$ cat config.mk
export PLATFORM = sky130hd
export DESIGN_NAME = alu_result_retire
export DESIGN_NICKNAME = d
export VERILOG_FILES = /design/src/rtl/alu_result_retire.sv
export SDC_FILE = /design/constraint.sdc
export NUM_CORES = 1
export LEC_CHECK = 0
export BUFFER_PORTS_ARGS = -buffer_cell sky130_fd_sc_hd__clkbuf_2
export CAP_MARGIN = 20
export CORE_AREA = 2 2 79 100
export CTS_CLUSTER_DIAMETER = 60
export DETAILED_ROUTE_END_ITERATION = 12
export DIE_AREA = 0 0 81 102
export PLACE_DENSITY_LB_ADDON = 0.1
export RECOVER_POWER = 50
export SYNTH_ARGS = -nofsm -noshare
export SYNTH_HDL_FRONTEND = slang
export SYNTH_SLANG_ARGS = --single-unit
$ cat constraint.sdc
create_clock -name clk -period 4.48 [get_ports clk]
set_clock_uncertainty 0.05 [all_clocks]
set_input_delay 1.12 -clock clk [delete_from_list [all_inputs] [get_ports clk]]
set_output_delay 1.12 -clock clk [all_outputs]
set_load 0.01 [all_outputs]
$ cat src/rtl/alu_result_retire.sv
`default_nettype none
// +----------------------------------------------------------------------------+
// | alu_result_retire: 2-entry skid FIFO retiring ALU results in order,       |
// | committing NZCV on retirement and evaluating condition codes. Rev 1.0     |
// +----------------------------------------------------------------------------+
module alu_result_retire #(
  parameter int WIDTH = 32,
  parameter int DEPTH = 2
) (
  input  logic             clk,
  input  logic             reset,
  input  logic             in_valid,
  output logic             in_ready,
  input  logic [WIDTH-1:0] in_result,
  input  logic             in_zerof,
  input  logic             in_negf,
  input  logic             in_overf,
  input  logic             in_carry,
  input  logic             in_setf,
  output logic             out_valid,
  input  logic             out_ready,
  output logic [WIDTH-1:0] out_result,
  output logic [3:0]       flags,
  input  logic [3:0]       cond,
  output logic             cond_pass
);

  localparam logic [1:0] c_depth = 2'(DEPTH);

  // meta entry layout: {negf, zerof, carry, overf, setf}
  logic [WIDTH-1:0] result_q [DEPTH];
  logic [WIDTH-1:0] result_d [DEPTH];
  logic [4:0]       meta_q   [DEPTH];
  logic [4:0]       meta_d   [DEPTH];
  logic [1:0]       count_q, count_d;
  logic             rd_ptr_q, rd_ptr_d;
  logic             wr_ptr_q, wr_ptr_d;
  logic [3:0]       flags_q, flags_d;
  logic             w_push, w_pop;
  logic [4:0]       w_head_meta;

  assign in_ready    = (count_q < c_depth);
  assign out_valid   = (count_q != 2'd0);
  assign out_result  = result_q[rd_ptr_q];
  assign w_head_meta = meta_q[rd_ptr_q];
  assign flags       = flags_q;
  assign w_push      = in_valid & in_ready;
  assign w_pop       = out_valid & out_ready;

  always_comb begin
    result_d = result_q;
    meta_d   = meta_q;
    count_d  = count_q;
    rd_ptr_d = rd_ptr_q;
    wr_ptr_d = wr_ptr_q;
    flags_d  = flags_q;
    if (w_push) begin
      result_d[wr_ptr_q] = in_result;
      meta_d[wr_ptr_q]   = {in_negf, in_zerof, in_carry, in_overf, in_setf};
      wr_ptr_d           = ~wr_ptr_q;
    end
    if (w_pop) begin
      rd_ptr_d = ~rd_ptr_q;
      if (w_head_meta[0]) begin
        flags_d = w_head_meta[4:1];
      end
    end
    case ({w_push, w_pop})
      2'b10:   count_d = count_q + 2'd1;
      2'b01:   count_d = count_q - 2'd1;
      default: count_d = count_q;
    endcase
  end

  always_ff @(posedge clk) begin
    if (!reset) begin
      count_q  <= 2'd0;
      rd_ptr_q <= 1'b0;
      wr_ptr_q <= 1'b0;
      flags_q  <= 4'b0000;
    end else begin
      count_q  <= count_d;
      rd_ptr_q <= rd_ptr_d;
      wr_ptr_q <= wr_ptr_d;
      flags_q  <= flags_d;
    end
  end

  // Payload storage needs no reset: it is only observable behind out_valid.
  always_ff @(posedge clk) begin
    result_q <= result_d;
    meta_q   <= meta_d;
  end

  logic w_n, w_z, w_c, w_v;
  assign {w_n, w_z, w_c, w_v} = flags_q;

  always_comb begin
    cond_pass = 1'b0;
    case (cond)
      4'h0: cond_pass = w_z;
      4'h1: cond_pass = ~w_z;
      4'h2: cond_pass = w_c;
      4'h3: cond_pass = ~w_c;
      4'h4: cond_pass = w_n;
      4'h5: cond_pass = ~w_n;
      4'h6: cond_pass = w_v;
      4'h7: cond_pass = ~w_v;
      4'h8: cond_pass = w_c & ~w_z;
      4'h9: cond_pass = ~w_c | w_z;
      4'hA: cond_pass = (w_n == w_v);
      4'hB: cond_pass = (w_n != w_v);
      4'hC: cond_pass = ~w_z & (w_n == w_v);
      4'hD: cond_pass = w_z | (w_n != w_v);
      4'hE: cond_pass = 1'b1;
      default: cond_pass = 1'b0;
    endcase
  end

endmodule
`default_nettype wire

==> impl_results.md <==
- Seq pwr share: between 40% and 50%
- Antenna Nets Post-Route: 0
- Initial antenna violation count: 0
- Mapped Nets: between 200 and 250
- Fmax: between 200 and 300 MHz
- # diodes: 0
- Post-synthesis area per instance: 17.9 um2
- Part of the Yosys area used for sequential elements: around 74%
- Final core utilization: approximately 53%
- Row count: 35
- Vias in the first global route: about 1800
- RR Startpoint: count_q[1]
- Status: finished, violations left
- WP data arrival: 3.69 ns
- Most frequent cells in the layout: edfxtp_1 (74), clkbuf_2 (60), mux2_2 (32)
- Final period utilization: 82.4%
- Leakage: 1.45 nW
- TritonCTS clock tree: yes
- First-pass GRT wire length: around 8 mm
- # IOs: 84
- Power per cell area: 556 mW/mm2
- Core footprint: 0.00727 mm2
- Total number of vias: about 1800
- Area grow syn2layout: 21.2%
- #FFs+latches synth: between 80 and 90
- CTS Root Cell: clkbuf_8
- Die Ht: roughly 100 um
- Fraction of registers with async set/reset: 0%
- Drt total wl: roughly 5.3 mm
- Distinct cells, synth: 37
- Max FO, Critical Path: 32
- Logic pwr share: approximately a quarter
- Crit. Startpoint: in_valid
- 1st-pass router iterations: 4
- Hold Slack: roughly 0.46 ns
- Clk buf depth: 2
- Syn. warnings: 0
- Post-Synthesis Cells: approximately 180
- Initial core utilization: between 40 and 50%
- Post-DR vias/cell: 4.97
- Final Power: 2.16 mW
- DRC violations left: 0
- Sw power: between 0.5 and 0.6 mW
- Area of the die: just over 0.008 mm2
- Hold_buf cts: 0
- Critical path class: input port to flip-flop
- Clock-pin slew on the worst setup and hold paths: 0.07 ns
- Starting DRT DRC Count: 83
- Most common cell after layout, fill and taps aside: edfxtp_1
- Int Pwr: approximately 1.6 mW
- Sw frac: about 28%
- Failing checks: max-capacitance violations, max-slew violations
- H-tree levels: 3
- Number of gates resized after CTS: 0
- CP Cell Sequence: clkbuf_2 > nand2_1 > nor2_1 > buf_4
- Slowest CP cell: nor2_1
- GP Congestion: 0.635
- Final setup violating endpoints: 0
- Slew @ Worst Pin: around 2.7 ns
- EDFF count, synth: between 70 and 80
- Final nets: about 320
- Post-CTS Setup Inserts: 0
- Final hold violation count: 0
- Post-synthesis cell area: approximately 0.0032 mm2
- GRT Util Overall: 13.6%
- Dpl cells: 350
- DIE WIDTH: 81 um
- Worst-Skew Late Latency: roughly 0.34 ns
- Share of layout cells above drive strength 1: roughly two fifths
- CTS buffer count: 9
- Max VDD drop: 356 uV
- Dominant synthesized flop cell: edfxtp_1
- CP peak stage delay: around 2.0 ns
- Overflow left after global routing: 0
- Sink Count: 82
- Max Cap Viol: 3
- WL per Instance: 14.6 um
- Setup TNS Final: 0 ns
- RSZ-0062 raised after global routing: no
- Max-slew headroom: -81.2%
- Critical Path RT: 4.48 ns
- Hold WC Path Type: flip-flop to flip-flop
- Final HPWL DP: around 3.4 mm
- Port buffer count: between 80 and 90
- Clock power frac: 25.7%
- Final min period: approximately 3.7 ns
- CP Capture Type: flip-flop
- Type of origin of the critical path: input port
- Hold Crit Start: count_q[1]
- Largest net degree at the start of global routing: 39
- Post-route insts no fill: 365
- Fin. max-slew vios: 110
==> Yosys cell counts, drive strengths merged (2+ instances only) <==
library cell  instances  area (um2)
edfxtp               74        2220
mux2                 32         360
dfxtp                 8         160
nand2                 8        30.0
buf                   6        42.5
mux2i                 6        60.1
nor2                  4        17.5
o211a                 4        40.0
xnor2                 4        35.0
a21oi                 3        15.0
and2                  3        18.8
inv                   3        11.3
a31oi                 2        12.5
o21ai                 2        10.0
or2                   2        12.5
==> cell type report <==
cell class	instances	area (um2)
Tap cell	92	115
Fill cell	662	3390
Clock inverter	6	82.6
Inverter	4	15.0
Timing Repair Buffer	85	402
Clock buffer	9	124
Multi-Input combinational cell	87	758
Sequential cell	82	2380
==> flip-flops by register name, indices dropped and copies added, names as in the netlist <==
register,flops
meta_q,10
count_q,2
flags,4
result_q,64
rd_ptr_q,1
wr_ptr_q,1
==> metrics by stage <==
stage               cell area [um2]  setup slack [ns]
floorplan                      3200              1.17
global placement               3710              1.04
detailed placement             3710              1.02
CTS                            3920              1.00
global route                   3880             0.518
finish                         3880             0.790
==> metal layers <==
metal	GRT usage (%)	part of all wire (%)
met5	0	0
met4	7.82	2.4
met1	14.1	39
met2	23.0	51
met3	5.48	8.2
==> path summary, 6_finish.rpt <==
check             cells past startpoint         end  slack, ns
setup / recovery                      4   meta_q[9]       0.79
hold / removal                        2  count_q[1]       0.46
setup reg to reg                      4   meta_q[9]       1.25
hold reg to reg                       2  count_q[1]       0.46
==> critical path: cells and delay by family <==
| kind | cells | cell delay (ns) |
|---|---|---|
| simple gates | 2 | 2.06 |
| buf+inv | 2 | 0.49 |
==> cells by family (layout without fill, tap and decap cells) <==
| logic type | after synthesis | count (layout) | share of synthesized area (%) |
|---|---|---|---|
| AOI/OAI and AO/OA | 19 | 19 | 4.77 |
| xor gates and xnor gates | 5 | 5 | 1.37 |
| adders and majority gates | 1 | 1 | 0.391 |
| buffers and inverters | 10 | 104 | 1.80 |
| DFF | 82 | 82 | 74.4 |
| muxes | 38 | 38 | 13.1 |
| and+or+nand+nor | 24 | 24 | 4.11 |
==> power groups by stage <==
stage	clock (mW)	combinational, mW	sequential, mW
after floorplan	0	0.388	1.03
after global placement	0	0.542	1.09
after detailed placement	0	0.542	1.09
after CTS	0.570	0.545	1.07
after global routing	0.592	0.583	1.09
final	0.555	0.530	1.07
No activity file was read; power rests on OpenSTA's default activity.
